===== src/rtl/waveform_meas_if.sv =====
// Result handshake between the period/duty measurement stage and its consumer.
// The master holds the result steady while res_valid is high; the slave acks it with res_ack.
interface waveform_meas_if #(
    parameter int CNT_W = 8
);
    logic             res_valid;
    logic             res_ack;
    logic [CNT_W-1:0] high_len;
    logic [CNT_W-1:0] low_len;
    logic             sat;

    modport master (
        output res_valid,
        output high_len,
        output low_len,
        output sat,
        input  res_ack
    );

    modport slave (
        input  res_valid,
        input  high_len,
        input  low_len,
        input  sat,
        output res_ack
    );
endinterface


===== src/rtl/waveform_meas.sv =====
// Measures high/low run lengths of sig_in and publishes one {high_len, low_len} result per complete period.
// Latency: the result is registered on the edge that samples the rising level ending the period.
// Backpressure: a held, unacked result is kept; newer results are dropped and the sticky overrun flag is set.
module waveform_meas #(
    parameter int CNT_W = 8
) (
    input  logic              clk,
    input  logic              reset,
    input  logic              enable,
    input  logic              sig_in,
    waveform_meas_if.master   res,
    output logic [CNT_W-1:0]  pulse_cnt,
    output logic              overrun
);

    localparam logic [CNT_W-1:0] CNT_MAX = '1;
    localparam logic [CNT_W-1:0] CNT_ONE = {{(CNT_W-1){1'b0}}, 1'b1};

    typedef enum logic [1:0] {
        IDLE,
        SYNC,
        HIGH,
        LOW
    } state_t;

    state_t           state;
    state_t           state_nxt;
    logic [CNT_W-1:0] hi_cnt;
    logic [CNT_W-1:0] hi_nxt;
    logic [CNT_W-1:0] lo_cnt;
    logic [CNT_W-1:0] lo_nxt;
    logic             publish;
    logic             load;

    logic             res_vld_q;
    logic [CNT_W-1:0] high_q;
    logic [CNT_W-1:0] low_q;
    logic             sat_q;

    always_ff @(posedge clk or negedge reset) begin
        if (!reset) begin
            state  <= IDLE;
            hi_cnt <= '0;
            lo_cnt <= '0;
        end else begin
            state  <= state_nxt;
            hi_cnt <= hi_nxt;
            lo_cnt <= lo_nxt;
        end
    end

    // IDLE waits for a low level so a pulse already in progress at reset release is never measured.
    always_comb begin
        state_nxt = state;
        hi_nxt    = hi_cnt;
        lo_nxt    = lo_cnt;
        publish   = 1'b0;
        if (enable) begin
            case (state)
                IDLE: begin
                    if (!sig_in) state_nxt = SYNC;
                end
                SYNC: begin
                    if (sig_in) begin
                        state_nxt = HIGH;
                        hi_nxt    = CNT_ONE;
                    end
                end
                HIGH: begin
                    if (sig_in) begin
                        if (hi_cnt != CNT_MAX) hi_nxt = hi_cnt + CNT_ONE;
                    end else begin
                        state_nxt = LOW;
                        lo_nxt    = CNT_ONE;
                    end
                end
                LOW: begin
                    if (!sig_in) begin
                        if (lo_cnt != CNT_MAX) lo_nxt = lo_cnt + CNT_ONE;
                    end else begin
                        publish   = 1'b1;
                        state_nxt = HIGH;
                        hi_nxt    = CNT_ONE;
                    end
                end
                default: state_nxt = IDLE;
            endcase
        end
    end

    // An ack in the same cycle frees the slot, so a back-to-back publish is loaded rather than dropped.
    assign load = publish && (!res_vld_q || res.res_ack);

    always_ff @(posedge clk or negedge reset) begin
        if (!reset) begin
            res_vld_q <= 1'b0;
            high_q    <= '0;
            low_q     <= '0;
            sat_q     <= 1'b0;
            pulse_cnt <= '0;
            overrun   <= 1'b0;
        end else begin
            if (load) begin
                res_vld_q <= 1'b1;
                high_q    <= hi_cnt;
                low_q     <= lo_cnt;
                sat_q     <= (hi_cnt == CNT_MAX) || (lo_cnt == CNT_MAX);
            end else if (res.res_ack) begin
                res_vld_q <= 1'b0;
            end
            if (publish) pulse_cnt <= pulse_cnt + CNT_ONE;
            if (publish && !load) overrun <= 1'b1;
        end
    end

    assign res.res_valid = res_vld_q;
    assign res.high_len  = high_q;
    assign res.low_len   = low_q;
    assign res.sat       = sat_q;

endmodule


===== src/flat_wrapper.sv =====
// flat-port wrapper written by rule: the top's interface ports become plain ports
module waveform_meas_flat 
#(
    parameter int CNT_W = 8
)
  (clk, reset, enable, sig_in, pulse_cnt, overrun, res_res_valid, res_high_len, res_low_len, res_sat, res_res_ack);
  waveform_meas_if #(.CNT_W(CNT_W)) res_i ();
  input  logic clk;
  input  logic reset;
  input  logic enable;
  input  logic sig_in;
  output logic [CNT_W-1:0] pulse_cnt;
  output logic overrun;
  output wire logic [$bits(res_i.res_valid)-1:0] res_res_valid;
  output wire logic [$bits(res_i.high_len)-1:0] res_high_len;
  output wire logic [$bits(res_i.low_len)-1:0] res_low_len;
  output wire logic [$bits(res_i.sat)-1:0] res_sat;
  input wire logic [$bits(res_i.res_ack)-1:0] res_res_ack;
  assign res_res_valid = res_i.res_valid;
  assign res_high_len = res_i.high_len;
  assign res_low_len = res_i.low_len;
  assign res_sat = res_i.sat;
  assign res_i.res_ack = res_res_ack;
  waveform_meas #(.CNT_W(CNT_W)) u_core (.clk(clk), .reset(reset), .enable(enable), .sig_in(sig_in), .res(res_i), .pulse_cnt(pulse_cnt), .overrun(overrun));
endmodule

===== config.mk =====
export PLATFORM = sky130hd
export DESIGN_NAME = waveform_meas_flat
export DESIGN_NICKNAME = d
export VERILOG_FILES = /design/src/rtl/waveform_meas_if.sv /design/src/rtl/waveform_meas.sv /design/src/flat_wrapper.sv
export SDC_FILE = /design/constraint.sdc
export NUM_CORES = 1
export LEC_CHECK = 0
export ABC_CLOCK_PERIOD_IN_PS = 1700
export CAP_MARGIN = 5
export CORE_AREA = 4 4 71 73
export CTS_BUF_LIST = sky130_fd_sc_hd__clkbuf_8
export CTS_CLUSTER_SIZE = 14
export DETAILED_ROUTE_END_ITERATION = 7
export DIE_AREA = 0 0 75 77
export MAX_ROUTING_LAYER = met4
export PLACE_DENSITY = 0.83
export SYNTH_ARGS = -nofsm -noshare
export SYNTH_HDL_FRONTEND = slang
export SYNTH_SLANG_ARGS = --single-unit
export TNS_END_PERCENT = 20

===== constraint.sdc =====
create_clock -name clk -period 1.7 [get_ports clk]
set_input_delay 0.51 -clock clk [delete_from_list [all_inputs] [get_ports clk]]
set_output_delay 0.51 -clock clk [all_outputs]
set_load 0.05 [all_outputs]

### Word level (Yosys, flattened, before mapping)

Cells that the tools add are included.

* register bits after elaboration: 45
* bits of input ports: 5
* word-level logic and storage cells: 57

* $add $sub $neg: 3
* equality and inequality tests: 14
* muxes and demuxes: 17
* reduce and logical (&&, ||, !) cells: 14

Operators with widths (count)
* $mux W8: 6
* $pmux W8 S2: 2
* $add A8 B1 Y8 const B: 3
* $eq A8 B8 Y1 const B: 2
* $ne A8 B8 Y1 const B: 2
* $reduce_and A5 Y1: 2
* $ne A2 B2 Y1 const B: 4
* $mux W2: 3
* $ne A2 B1 Y1 const B: 3
* $pmux W2 S3: 1
* $reduce_bool A2 Y1: 3
* $mux W1: 5
* $eq A2 B2 Y1 const B: 2
* $reduce_and A4 Y1: 1
* $eq A2 B1 Y1 const B: 1
* $logic_and A1 B1 Y1: 2
* $logic_not A1 Y1: 2
* $logic_not A2 Y1: 1
* $logic_or A1 B1 Y1: 2
* $reduce_or A2 Y1: 1

### Logic depth before layout (Yosys ltp)

Gate-level depths: netlist (run 1).

* depth in word-level cells: 6
* mapped depth: 6
* depth with buffers taken out: 5

### Least setup slack after synthesis (run 1)

No wires, ideal clock.

* path kind: register to register
* start: register u_core.hi_cnt[0]
* end: register u_core.hi_cnt[5]
* library setup time: 0.126 ns
* arrival time: 1.574 ns
* setup slack: 0.000 ns
* stages on the path, launching flop included: 7
* buffers on the path: 1
* period minus slack after synthesis: 1.700 ns
* path through: dfrtp_1 > ha_1 > and3_1 > clkbuf_1 > a211oi_1 > nor3b_1 > a221o_1

* word-level cells in the longest chain between the ends: 4
* elaborated cells between the ends (all ways): 7

RTL lines
* start: declaration: RTL line waveform_meas.sv:28 `logic [CNT_W-1:0] hi_cnt;`
* start signal: assignment: RTL line waveform_meas.sv:47 `hi_cnt <= hi_nxt;`
* $add A8 B1 Y8: RTL line waveform_meas.sv:71 `if (hi_cnt != CNT_MAX) hi_nxt = hi_cnt + CNT_ONE;`
* $mux W8: RTL line waveform_meas.sv:71
* $mux W8: RTL line waveform_meas.sv:70 `if (sig_in) begin`
* $pmux W8 S2: RTL line waveform_meas.sv:59 `case (state)`

Several ways; a longest one is shown, not always the timed one. The select of a mux whose other input is x is not followed.
A chain may end at the register's enable or synchronous reset.

### Worst setup path after layout (run 1)

* start: input port sig_in
* end: register u_core.lo_cnt[5]

* word-level cells in the longest chain between the ends: 2
* elaborated cells between the ends (all ways): 3

RTL lines
* start: declaration: RTL line flat_wrapper.sv:11 `input logic sig_in;`
* $ne A2 B2 Y1 (no source line)
* $reduce_and A5 Y1 (no source line) *
* end signal: assignment: RTL line waveform_meas.sv:48 `lo_cnt <= lo_nxt;`
* end: declaration: RTL line waveform_meas.sv:30 `logic [CNT_W-1:0] lo_cnt;`

Mark *: on every way between the ends. The rest lies on a longest branch, timed or not.

==> results of run 1 <==
==> per-stage QoR <==
step / total power (µW) / hold slack, ns / setup slack (ns)
6_report: 4910 / 0.154 / 0.0587
5_1_grt: 5170 / 0.182 / 0.00472
4_1_cts: 4920 / 0.163 / -0.0131
3_5_place_dp: 4130 / 0.484 / -0.495
3_3_place_gp: 4070 / 0.480 / -0.438
2_1_floorplan: 2880 / 0.214 / 0.000248
==> power by group <==
group / leakage, µW / internal, µW / total [µW] / switching [µW]
Sequential: 0.000567 / 1380 / 1800 / 413
Clock: 0.0000540 / 427 / 772 / 344
Combinational: 0.000723 / 1170 / 2340 / 1170
Total: 0.00134 / 2980 / 4910 / 1930
==> worst max-delay path by stage <==
stage                              endpoint  slack, ns  cells past startpoint
2_1_floorplan  u_core.hi_cnt[5]$_DFFE_PN0P_     0.0002                      6
6_report       u_core.lo_cnt[5]$_DFFE_PN0P_       0.06                      5
4_1_cts        u_core.hi_cnt[5]$_DFFE_PN0P_      -0.01                      5
5_1_grt        u_core.hi_cnt[5]$_DFFE_PN0P_      0.005                      5
3_5_place_dp   u_core.lo_cnt[5]$_DFFE_PN0P_      -0.50                      5
3_3_place_gp   u_core.lo_cnt[5]$_DFFE_PN0P_      -0.44                      5
==> sequential cells by signal, summed over array words and instances (netlist names), 2 cells and up <==
name                 count
u_core.res.high_len      8
u_core.lo_cnt            8
u_core.res.low_len       8
u_core.pulse_cnt         8
u_core.state             2
u_core.hi_cnt            8
==> cells by family after synthesis <==
group / synth area share [%]
AOI/OAI and AO/OA: 10.7
xor gates and xnor gates: 2.89
and+or+nand+nor: 19.0
adders and majority gates: 1.77
muxes: 9.96
DFF: 53.0
buffers and inverters: 2.65
==> timing repair <==
| action | 4_1_cts | 5_1_grt |
|---|---|---|
| pin swaps | 0 | 1 |
| endpoints found under the setup margin | 26 | 27 |
| hold endpoints to repair | 0 | 0 |
| gates resized for setup | 7 | 7 |
| hold buffers | 0 | 0 |
| buffers inserted | 1 | 0 |
| gates cloned | 1 | 0 |
==> cells in the mapped netlist (all sizes together) (2+ instances only) <==
cell / number
dfrtp: 45
nor3: 5
or3: 4
o21ai: 7
nor4: 2
a21o: 3
nand3: 10
nand2: 21
a21oi: 13
nor2b: 2
a221o: 2
xnor2: 6
nor3b: 2
o31ai: 3
ha: 3
clkbuf: 6
and3: 2
nor2: 10
or4: 2
buf: 4
mux2: 17
nand4: 9
nand2b: 2
mux2i: 2
o21bai: 2
==> placed cells by master (no fill, tap or decap), drive strengths merged, types with 4 or more instances in the layout <==
cell type / netlist / layout
buf: 4 / 51
dfrtp: 45 / 45
nand2: 21 / 21
mux2: 17 / 17
a21oi: 13 / 13
nand3: 10 / 10
nor2: 10 / 10
nand4: 9 / 9
o21ai: 7 / 7
xnor2: 6 / 6
clkbuf: 6 / 6
nor3: 5 / 5
or3: 4 / 4
==> routing by layer <==
metal  wire length [µm]  global-route usage, %  share of wire (%)  vias up
met4                 76                   5.52                1.6        0
met1               2030                   25.9                 43      849
li1                   -                      -                  -      818
met3                337                   4.44                7.1        8
met5                  0                      -                  0        -
met2               2290                   27.1                 48       66
==> worst reg2reg max path: cells and delay by family, from the launching register on <==
kind,cells,cell delay [ns]
AO/OA/AOI/OAI,2,0.56
flip-flops,1,0.39
AND/OR/NAND/NOR,2,0.32
adder cells (fa/ha/maj),1,0.23
==> layout make-up <==
class                      instances  area, µm²
fill                             287       1330
sequential                        45       1130
multi-input combinational        140        972
timing repair buffer              54        756
clock buffer                       5       68.8
tap                               52       65.1
clock inverter                     2       35.0
inverter                           1       3.75
==> out/metrics.csv, run 1 <==
metric,value,unit
"area leader, netlist",dfrtp_1,
post-route cell area,0.00303,mm²
port buffer count,31,
Finish-stage setup viols,0,
Fin. Hold Viols,0,
critical path class,in -> reg,
initial antenna violation count,0,
CP max stage cell,or4_1,
skew final,0.00610,ns
Placed Cells,290,
die area,0.00578,mm²
synthesized area,0.00212,mm²
Total GRT Usage,18.7,%
synthesized instance count,196,
post-layout minimum cycle time,1.64,ns
FF-to-FF End,u_core.hi_cnt[5]$_DFFE_PN0P_,
Worst-path clk slew,0.08,ns
DR pass1 iterations,4,
Power Density,1620,mW/mm²
peak fanout along the critical path,6,
Worst-Margin Slew,0.465,ns
"EDFF count, synth",0,
max incr delay on CP,0.41,ns
Critical Path Source Type,input port,
flop2flop setup slack,0.08,ns
Via Count,1741,
sequential share of the synthesized area,53.0,%
largest cells by area after synthesis,"dfrtp_1, mux2_2, nand2_1, a21oi_1, nand4_1",
"Net Count, Synth",204,
Avg Inst Size Synth,10.8,µm²
total CTS buffers,5,
"delay-heaviest family, CP",simple AND/OR/NAND/NOR gates,
Core ar.,0.00435,mm²
drt drc,0,
CP bufs+invs,1,
I/O pins,32,
clock root cell,clkbuf_8,
Post-Route WL,4730,µm
final core utilization,69.5,%
clock sink count,45,
Final Non-Filler Cells,299,
first-pass GRT wire length,8250,µm
Leak,0.00134,µW
fin nets,255,
status,"finished, final reports clean",
RSZ-0062 raised after global routing,false,
DRT iter0 DRCs,106,
Die Width,75,µm
Final TNS setup,0,ns
# H-tree levels,2,
drt wl/cell,15.8,µm
Antenna Nets Post-Route,0,
CTS tree,built,
CP Data Required Time,1.94,ns
Post-synth ARST share,100,%
Max Cap Viol,0,
Ys Warns,0,
Worst slew margin,69.0,%
FP Rows,24,
Vias/cell,5.82,
fin. max-slew vios,0,
area grow syn2layout,42.6,%
FF-to-FF Start,u_core.hi_cnt[0]$_DFFE_PN0P_,
vias in the first global route,1733,
Starting Density,48.8,%
flop and latch count out of synthesis,45,
Die Y,77,µm
detailed placement HPWL,3260,µm
largest net degree at the start of global routing,27,
CP endpoint kind,flip-flop,
Hold Path Class,in -> async,
Synth top area share,53.0,%
gr ovfl total,0,
worst vdd ir,0.00124,V
Inserted Diodes,0,
placed cell areas,0.00288,mm²
clock buffer depth,2,
crit path cell chain,dlygate4sd2_1 > nand3b_4 > or3_4 > or4_1 > nand2_1,
final period utilization,96.5,%
ys flop type,dfrtp_1,
FF-to-FF path depth,5,
f_max,609,MHz
arrival time at the worst endpoint,1.88,ns
clock latency on the worst-skew pair,0.30,ns
fraction of layout cells with a size suffix above 1,35.2,%
routability cong.,0.934,
Critical Path Source,sig_in,
Synth cell types,41,
No activity file was read; power rests on OpenSTA's default activity.
==> run 2, diff against run 1 <==
--- a/config.mk
+++ b/config.mk
@@ -7,11 +7,14 @@
 export LEC_CHECK = 0
 export ABC_CLOCK_PERIOD_IN_PS = 1700
 export CAP_MARGIN = 5
-export CORE_AREA = 4 4 71 73
+export CELL_PAD_IN_SITES_DETAIL_PLACEMENT = 0
+export CELL_PAD_IN_SITES_GLOBAL_PLACEMENT = 2
+export CORE_AREA = 4 4 87 89
 export CTS_BUF_LIST = sky130_fd_sc_hd__clkbuf_8
+export CTS_CLUSTER_DIAMETER = 30
 export CTS_CLUSTER_SIZE = 14
 export DETAILED_ROUTE_END_ITERATION = 7
-export DIE_AREA = 0 0 75 77
+export DIE_AREA = 0 0 91 93
 export MAX_ROUTING_LAYER = met4
 export PLACE_DENSITY = 0.83
 export SYNTH_ARGS = -nofsm -noshare
==> run 2 against run 1 <==
  * Worst hold slack gained 0.028 ns
  * Final area grew 1.7%
  * Final cell count grew 11%
  * Non-clock buffer count grew 4
  * Highest routed layer unchanged
  * Clock skew shrank 0.0016 ns
  * Power shrank 2.4%
  * Via count shrank 4.9%
  * Clock power shrank 14%
  * Largest cell class unchanged
  * Die area grew 47%
  * Maximum frequency shrank 1.4%
  * Setup slack lost 0.023 ns
  * Critical endpoint is now u_core.res.low_len[1]$_DFFE_PN0P_
==> out/metrics.csv, run 2 (synthesis results as in run 1) <==
metric,value,unit,change
CP Data Required Time,1.88,ns,was 1.94 ns
initial antenna violation count,0,,unchanged
clock sink count,45,,unchanged
Antenna Nets Post-Route,0,,unchanged
detailed placement HPWL,3510,µm,was 3260 µm
Power Density,1560,mW/mm²,was 1620 mW/mm²
Final TNS setup,0,ns,unchanged
"most common cell after layout, fill and taps aside",dfrtp_1,,unchanged
Max Cap Viol,0,,unchanged
port buffer count,31,,unchanged
FP Rows,30,,was 24
DRT iter0 DRCs,58,,was 106
Worst-Margin Slew,0.318,ns,was 0.465 ns
Leak,0.00135,µW,was 0.00134 µW
# H-tree levels,2,,unchanged
internal power,2870,µW,was 2980 µW
Seq pwr share,37.2,%,was 36.6%
post-CTS setup buffers,0,,was 1
Vias/cell,5.00,,was 5.82
Post-Route WL,4860,µm,was 4730 µm
CP endpoint kind,flip-flop,,unchanged
worst vdd ir,0.00105,V,was 0.00124 V
Finish-stage setup viols,0,,unchanged
Critical Path Source Type,input port,,unchanged
CTS Hold Bufs,0,,unchanged
Placed Cells,324,,was 290
Logic pwr share,49.0,%,was 47.7%
Via Count,1655,,was 1741
CTS resizes,6,,was 7
fin nets,259,,was 255
Final Non-Filler Cells,331,,was 299
Hold Path Class,in -> async,,unchanged
post-route cell area,0.00308,mm²,was 0.00303 mm²
vias in the first global route,1640,,was 1733
Inserted Diodes,0,,unchanged
routability cong.,0.796,,was 0.934
total CTS buffers,5,,unchanged
Core ar.,0.00676,mm²,was 0.00435 mm²
skew final,0.00454,ns,was 0.00610 ns
fin. max-slew vios,0,,unchanged
drt wl/cell,14.7,µm,was 15.8 µm
gr ovfl total,0,,unchanged
placed cell areas,0.00296,mm²,was 0.00288 mm²
post-layout minimum cycle time,1.66,ns,was 1.64 ns
critical path class,in -> reg,,unchanged
Die Width,91,µm,was 75 µm
Die Y,93,µm,was 77 µm
status,"finished, final reports clean",,unchanged
DR pass1 iterations,4,,unchanged
Fin. Hold Viols,0,,unchanged
die area,0.00846,mm²,was 0.00578 mm²
peak fanout along the critical path,9,,was 6
CTS tree,built,,unchanged
drt drc,0,,unchanged
clock buffer depth,2,,unchanged
Total GRT Usage,12.5,%,was 18.7%
first-pass GRT wire length,8330,µm,was 8250 µm
area grow syn2layout,45.0,%,was 42.6%
clock share of power,13.9,%,was 15.7%
I/O pins,32,,unchanged
f_max,601,MHz,was 609 MHz
arrival time at the worst endpoint,1.85,ns,was 1.88 ns
fraction of layout cells with a size suffix above 1,35.5,%,was 35.2%
clock latency on the worst-skew pair,0.30,ns,about the same
clock root cell,clkbuf_8,,unchanged
most frequent cells in the layout,"dfrtp_1, buf_12, buf_4, nand2_1, mux2_2",,"was dfrtp_1, buf_12, nand2_1, buf_4, mux2_2"
Worst slew margin,78.8,%,was 69.0%
largest net degree at the start of global routing,46,,was 27
final period utilization,97.9,%,was 96.5%
net switching power,1910,µW,was 1930 µW
switching share of power,40.0,%,was 39.3%
Starting Density,31.4,%,was 48.8%
Worst-path clk slew,0.08,ns,about the same
[run 2: path summary, 6_finish.rpt]
path,from,endpoint,slack [ns],cells past startpoint
setup reg to reg,u_core.state[1]$_DFFE_PN0P_,u_core.lo_cnt[7]$_DFFE_PN0P_,0.08,4
min in group clk,u_core.pulse_cnt[7]$_DFFE_PN0P_,u_core.pulse_cnt[7]$_DFFE_PN0P_,0.53,1
hold / removal,reset,u_core.res.high_len[2]$_DFFE_PN0P_,0.18,2
setup / recovery,res_res_ack,u_core.res.low_len[1]$_DFFE_PN0P_,0.04,5
hold reg to reg,u_core.pulse_cnt[7]$_DFFE_PN0P_,u_core.pulse_cnt[7]$_DFFE_PN0P_,0.53,1
max in group asynchronous,reset,u_core.res.low_len[5]$_DFFE_PN0P_,1.29,2
[run 2: critical path, cell delays in order]
cell and delay [ns]:
clkdlybuf4s50_1 0.45, nand2b_2 0.16, nor2b_2 0.21, buf_6 0.17
mux2_2 0.34
[run 2: metal layers]
layer | GRT usage [%] | part of all wire, %
met1 | 18.2 | 53
met2 | 17.4 | 42
met3 | 2.57 | 4.2
met4 | 4.15 | 1.1
met5 | - | 0
[run 2: area by class of cell]
class	instances	area, µm²
tap	80	100
multi-input combinational	140	966
timing repair buffer	58	796
inverter	1	3.75
clock inverter	1	3.75
clock buffer	6	82.6
sequential	45	1130
fill	637	3680
[run 2: stage by stage]
step           hold WS [ns]  worst slack (ns)  total power, µW  util, %
2_1_floorplan         0.214          0.000248             2880        -
3_3_place_gp          0.510            -0.435             4120     43.8
3_5_place_dp          0.512            -0.486             4150     43.8
4_1_cts               0.191            0.0238             4830     45.3
5_1_grt               0.206         -0.000432             5050     45.6
6_report              0.182            0.0359             4790     45.6
[run 2: power by group through the flow]
stage | logic, µW | clock network (µW) | registers (µW)
2_1_floorplan | 553 | 0 | 2330
3_3_place_gp | 2320 | 0 | 1800
3_5_place_dp | 2350 | 0 | 1800
4_1_cts | 2360 | 692 | 1780
5_1_grt | 2480 | 727 | 1840
6_report | 2340 | 664 | 1780
==> run 3, diff against run 2 <==
--- a/config.mk
+++ b/config.mk
@@ -5,16 +5,17 @@
 export SDC_FILE = /design/constraint.sdc
 export NUM_CORES = 1
 export LEC_CHECK = 0
+export ABC_AREA = 1
 export ABC_CLOCK_PERIOD_IN_PS = 1700
 export CAP_MARGIN = 5
 export CELL_PAD_IN_SITES_DETAIL_PLACEMENT = 0
 export CELL_PAD_IN_SITES_GLOBAL_PLACEMENT = 2
-export CORE_AREA = 4 4 87 89
+export CORE_AREA = 4 4 92 94
 export CTS_BUF_LIST = sky130_fd_sc_hd__clkbuf_8
 export CTS_CLUSTER_DIAMETER = 30
 export CTS_CLUSTER_SIZE = 14
 export DETAILED_ROUTE_END_ITERATION = 7
-export DIE_AREA = 0 0 91 93
+export DIE_AREA = 0 0 96 98
 export MAX_ROUTING_LAYER = met4
 export PLACE_DENSITY = 0.83
 export SYNTH_ARGS = -nofsm -noshare
==> run 3 against run 2 <==
  * Sequential power shrank 19%
  * Register-to-register slack better by 0.16 ns
  * Clock-buffer cell count fell by 1
  * Combinational power decreased by 41%
  * Setup slack gained 0.12 ns
  * Sequential share of layout area is 0.79 points lower
  * Flip-flop and latch count is the same
  * Area after synthesis grew 5.9%
  * Final cell count up 24%
  * Non-clock buffer count shrank 12
  * Global-route usage down 0.85 points
  * Via count rose by 7.9%
  * Critical path type unchanged
  * Largest cell class unchanged
  * Highest routed layer unchanged
==> out/metrics.csv, run 3 <==
metric,value,unit,change
Vias/cell,4.33,,was 5.00
Logic pwr share,39.8,%,was 49.0%
Finish-stage setup viols,0,,unchanged
xor/xnor share of the synthesized area,2.34,%,was 2.89%
most frequent cells in the layout,"nand2_1, dfrtp_1, inv_1, buf_12, o21ai_2",,"was dfrtp_1, buf_12, buf_4, nand2_1, mux2_2"
most frequent cell after synthesis,nand2_1,,was dfrtp_1
internal power,2150,µW,was 2870 µW
final setup margin,0.155,ns,was 0.0359 ns
total CTS buffers,5,,unchanged
# H-tree levels,2,,unchanged
DRT iter0 DRCs,73,,was 58
Worst-Margin Slew,0.253,ns,was 0.318 ns
I/O pins,32,,unchanged
first-pass GRT wire length,8400,µm,was 8330 µm
CTS Hold Bufs,0,,unchanged
sequential share of the synthesized area,50.1,%,was 53.0%
Worst slew margin,83.1,%,was 78.8%
area grow syn2layout,39.9,%,was 45.0%
arrival time at the worst endpoint,1.75,ns,was 1.85 ns
Seq pwr share,41.5,%,was 37.2%
Max Cap Viol,0,,unchanged
detailed placement HPWL,3630,µm,was 3510 µm
vias in the first global route,1750,,was 1640
Post-synth top cells,"nand2_1, dfrtp_1, inv_1",,"was dfrtp_1, nand2_1, mux2_2"
Final TNS setup,0,ns,unchanged
Synth top area share,50.1,%,was 53.0%
drt drc,0,,unchanged
port buffer count,31,,unchanged
Core ar.,0.00765,mm²,was 0.00676 mm²
Synth cell types,24,,was 41
critical path class,in -> reg,,unchanged
ys flop type,dfrtp_1,,unchanged
"EDFF count, synth",0,,unchanged
Die Y,98,µm,was 93 µm
worst vdd ir,0.000323,V,was 0.00105 V
Ys Warns,0,,unchanged
largest net degree at the start of global routing,46,,unchanged
Leak,0.00147,µW,was 0.00135 µW
DR pass1 iterations,4,,unchanged
CTS tree,built,,unchanged
clock share of power,18.6,%,was 13.9%
peak fanout along the critical path,8,,was 9
Placed Cells,403,,was 324
flop2flop setup slack,0.24,ns,was 0.08 ns
fin. max-slew vios,0,,unchanged
synthesized area,0.00225,mm²,was 0.00212 mm²
"area leader, netlist",dfrtp_1,,unchanged
Final Non-Filler Cells,412,,was 331
switching share of power,38.2,%,was 40.0%
f_max,647,MHz,was 601 MHz
routability cong.,0.795,,was 0.796
fraction of layout cells with a size suffix above 1,27.1,%,was 35.5%
Inserted Diodes,0,,unchanged
clock root cell,clkbuf_8,,unchanged
compound-cell area share of the yosys netlist,11.9,%,was 10.7%
CP endpoint kind,flip-flop,,unchanged
Total GRT Usage,11.7,%,was 12.5%
Fin. Hold Viols,0,,unchanged
CP Data Required Time,1.91,ns,was 1.88 ns
die area,0.00941,mm²,was 0.00846 mm²
clock buffer depth,2,,unchanged
status,"finished, final reports clean",,unchanged
"most common cell after layout, fill and taps aside",nand2_1,,was dfrtp_1
Worst-path clk slew,0.08,ns,about the same
fraction of synthesized area in multiplexers,0,%,was 9.96%
gr ovfl total,0,,unchanged
Via Count,1785,,was 1655
Antenna Nets Post-Route,0,,unchanged
FF-to-FF End,u_core.lo_cnt[4]$_DFFE_PN0P_,,was u_core.lo_cnt[7]$_DFFE_PN0P_
Die Width,96,µm,was 91 µm
Critical Path Source,enable,,was res_res_ack
Avg Inst Size Synth,8.61,µm²,was 10.8 µm²
RSZ-0062 raised after global routing,true,,
Synth Area in Adders,1.67,%,was 1.77%
FP Rows,32,,was 30
clock latency on the worst-skew pair,0.30,ns,about the same
clock sink count,45,,unchanged
flop and latch count out of synthesis,45,,unchanged
Place WS,-0.258,ns,was -0.486 ns
Starting Density,29.4,%,was 31.4%
Post-Route WL,4780,µm,was 4860 µm
FF-to-FF Start,u_core.lo_cnt[1]$_DFFE_PN0P_,,was u_core.state[1]$_DFFE_PN0P_
Hold Path Class,in -> async,,unchanged
skew final,0.00498,ns,was 0.00454 ns
post-layout minimum cycle time,1.54,ns,was 1.66 ns
Post-synth ARST share,100,%,unchanged
fin nets,317,,was 259
Critical Path Source Type,input port,,unchanged
FF-to-FF path depth,8,,was 4
drt wl/cell,11.6,µm,was 14.7 µm
largest family of logic cells by synthesized area,simple AND/OR/NAND/NOR gates,,unchanged
Power Density,1100,mW/mm²,was 1560 mW/mm²
Filler cells,776,,was 637
"Net Count, Synth",269,,was 204
initial antenna violation count,0,,unchanged
largest cells by area after synthesis,"dfrtp_1, nand2_1, o21ai_2, inv_1, nand3_1",,"was dfrtp_1, mux2_2, nand2_1, a21oi_1, nand4_1"
crit path to,u_core.lo_cnt[4]$_DFFE_PN0P_,,was u_core.res.low_len[1]$_DFFE_PN0P_
final period utilization,90.9,%,was 97.9%
Simple-Gate Fraction of Synth Area,26.0,%,was 19.0%
synthesized instance count,261,,was 196
net switching power,1330,µW,was 1910 µW
-- run 3: cells by family (layout without fill, tap and decap cells) --
group                      count (synthesis)  after routing
AOI/OAI and AO/OA                         38             38
xor gates and xnor gates                   6              6
adders and majority gates                  3              3
buffers and inverters                     38             87
DFF                                       45             45
and+or+nand+nor                          131            131
-- run 3: worst min path at each step --
stage | start | to | slack (ns) | depth (start not counted)
finish | reset | u_core.res.high_len[5]$_DFFE_PN0P_ | 0.18 | 2
global route | reset | u_core.res.high_len[5]$_DFFE_PN0P_ | 0.19 | 2
CTS | reset | u_core.res.high_len[5]$_DFFE_PN0P_ | 0.18 | 2
detailed placement | u_core.lo_cnt[7]$_DFFE_PN0P_ | u_core.lo_cnt[7]$_DFFE_PN0P_ | 0.48 | 2
global placement | u_core.lo_cnt[7]$_DFFE_PN0P_ | u_core.lo_cnt[7]$_DFFE_PN0P_ | 0.47 | 2
floorplan | reset | u_core.hi_cnt[0]$_DFFE_PN0P_ | 0.21 | 0
-- run 3: what timing repair did --
item / CTS / global route
buffers inserted: 0 / 1
setup endpoints to repair: 0 / 12
resized for setup: 0 / 2
-- run 3: worst max-delay path: stages --
cell,delay [ns]
clkdlybuf4s50_1,0.49
inv_1,0.06
nor3_1,0.14
buf_4,0.15
nand2_2,0.06
buf_4,0.17
o21ai_0,0.18
-- run 3: final cells by class --
class | count | area [µm²] | area share [%]
Tap cell | 102 | 128 | 4.06
Inverter | 33 | 124 | 3.94
Sequential cell | 45 | 1130 | 35.8
Clock inverter | 3 | 13.8 | 0.438
Timing Repair Buffer | 46 | 738 | 23.5
Multi-Input combinational cell | 178 | 947 | 30.1
Clock buffer | 5 | 68.8 | 2.19
-- run 3: stage by stage --
stage          util [%]  power [µW]  hold slack [ns]  area (µm²)
2_1_floorplan         -        2120            0.214        2250
3_3_place_gp       39.7        2840            0.471        3040
3_5_place_dp       39.7        2860            0.475        3040
4_1_cts            40.8        3510            0.185        3120
5_1_grt            41.1        3660            0.194        3150
6_report           41.1        3470            0.180        3150
-- run 3: power by group through the flow --
stage / clock (µW) / sequential, µW / combinational, µW
detailed placement: 0 / 1470 / 1390
global placement: 0 / 1470 / 1380
finish: 647 / 1440 / 1380
floorplan: 0 / 1810 / 314
CTS: 670 / 1450 / 1390
global route: 702 / 1480 / 1480
-- run 3: per-layer routing --
layer  vias up  global-route usage [%]  routed length [µm]
li1        914                       -                   -
met4         0                    4.16                  80
met3         7                    2.77                 213
met5         -                       -                   0
met2        31                    16.4                2140
met1       833                    16.3                2340
==> RTL change, RTL diff (config.mk and constraints of run 2) <==
`CNT_W` is set to 8 in 3 places; all go to 6.
--- a/src/rtl/waveform_meas_if.sv
+++ b/src/rtl/waveform_meas_if.sv
@@ -3,3 +3,3 @@
 interface waveform_meas_if #(
-    parameter int CNT_W = 8
+    parameter int CNT_W = 6
 );
--- a/src/rtl/waveform_meas.sv
+++ b/src/rtl/waveform_meas.sv
@@ -4,3 +4,3 @@
 module waveform_meas #(
-    parameter int CNT_W = 8
+    parameter int CNT_W = 6
 ) (
--- a/src/flat_wrapper.sv
+++ b/src/flat_wrapper.sv
@@ -3,3 +3,3 @@
 #(
-    parameter int CNT_W = 8
+    parameter int CNT_W = 6
 )
Ports: changed (resized pulse_cnt, res_high_len and res_low_len); port bits go from 32 to 26. No check against the original RTL was run, so the function may have changed too.
==> RTL change against run 2 <==
- wire length fell by 29%
- worst setup slack better by 0.030 ns
- largest power group unchanged
- die area is the same
- critical path depth unchanged
- sequential cell count decreased by 10
- power is 21% lower
- utilization down 10 points
- global-route usage decreased by 3.7 points
- worst hold slack improved by 0.35 ns
- final area is 23% lower
- critical path type unchanged
- largest cell class unchanged
- synthesized area shrank 21%
- clock skew hardly changed
==> RTL change: results (changes against run 2) <==
----------------------------------------------------
[Power]
  Proportion of power drawn by combinational gates ... 0.465 (-0.025)
  Clk pwr share ... 0.158 (+0.019)
  Maximum VDD drop ... 0.3672 mV (-65%)
  Cell-internal power ... 2294 uW (-20%)
  Leakage power ... 0.001055 uW (-22%)

[Worst setup path]
  Worst r2r src ... u_core.hi_cnt[0]$_DFFE_PN0P_
  Endpoint of the worst register-to-register path ... u_core.hi_cnt[1]$_DFFE_PN0P_
  Crit path max fanout ... 14 (+5)
  Register-to-register setup slack ... 0.18 ns (+0.10 ns)
  Path depth of the worst reg2reg path ... 5 (+1)
  Critical Path Sink ... u_core.res.high_len[2]$_DFFE_PN0P_

[GRT]
  Pin count of the biggest net entering global routing ... 36 (-22%)
  Total global routing track utilization ... 0.08805 (-0.03713)
  Vias in the first global route ... 1,166 (-29%)

[Drt]
  Average wire per standard cell ... 13.18 um (-10%)
  Routed Wire Length ... 3.440 mm (-29%)
  Drt initial violations ... 60 (+3.4%)

[Logic synthesis]
  Synth Net Count ... 153 (-25%)
  Syn Inst Count ... 145 (-26%)
  Leading post-synthesis cells by instance count ... sky130_fd_sc_hd__dfrtp_1 (35), sky130_fd_sc_hd__nand2_1 (15), sky130_fd_sc_hd__a21oi_1 (11)
  Count of cell types in the netlist ... 42 (+2.4%)
  Biggest area contributors in the synthesized netlist ... sky130_fd_sc_hd__dfrtp_1 (52%), sky130_fd_sc_hd__mux2_4 (7.2%), sky130_fd_sc_hd__nand2_1 (3.4%)

[Placement]
  Detail Placement HPWL ... 2.564 mm (-27%)
  Setup slack after placement ... -0.3432 ns (+0.1429 ns)
  Total instance count after detailed placement ... 254 (-22%)
  Gp weighted congestion ... 0.7265 (-8.7%)
  Cell area after placement ... 2282 um2 (-23%)
  Number of buffers inserted by port buffering ... 25 (-19%)

[CTS]
  Latest clock arrival within the worst-skew pair ... 0.28 ns (-0.02 ns)

[Run status]
  Status ... finished clean

[Timing]
  Max Clock Skew ... 0.005014 ns (+0.0004706 ns)
  Max-slew headroom at the worst pin ... 0.8104 (+0.02273)
  Shortest period the worst path allows ... 1.634 ns (-0.03001 ns)
  Final Hold Slack ... 0.5327 ns (+0.3504 ns)

[Final layout]
  Total number of nets in the final design ... 189 (-27%)
  Fraction of final layout cells with drive strength greater than 1 ... 0.3260 (-0.02861)
  Filler cells ... 671 (+5.3%)

----------------------------------------------------
## RTL change: cells by family (layout without fill, tap and decap cells)
logic type,Yosys count,after routing,share of synthesized area
buffers and inverters,11,47,0.04637
xor gates and xnor gates,5,5,0.02618
adders and majority gates,3,3,0.02244
DFF,35,35,0.5236
and+or+nand+nor,48,48,0.1541
muxes,15,15,0.1167
AOI/OAI and AO/OA,28,28,0.1107
## RTL change: final cells by class
class	instances	area (um2)	area share
sequential	35	875.8	0.3690
multi-input combinational	99	721.9	0.3042
timing repair buffer	37	576.8	0.2430
tap	80	100.1	0.04217
clock buffer	6	82.58	0.03479
inverter	3	11.26	0.004744
clock inverter	1	5.005	0.002109
## RTL change: repair_timing
action,in CTS,in global routing
pin swaps,0,1
resized for setup,1,2
endpoints found under the setup margin,4,7
## RTL change: layer usage
layer	vias up	share of wire	global-route usage
li1	588	-	-
met1	588	0.48	0.1138
met2	31	0.46	0.1288
met3	6	0.042	0.02092
met4	0	0.020	0.04523
met5	-	0	-
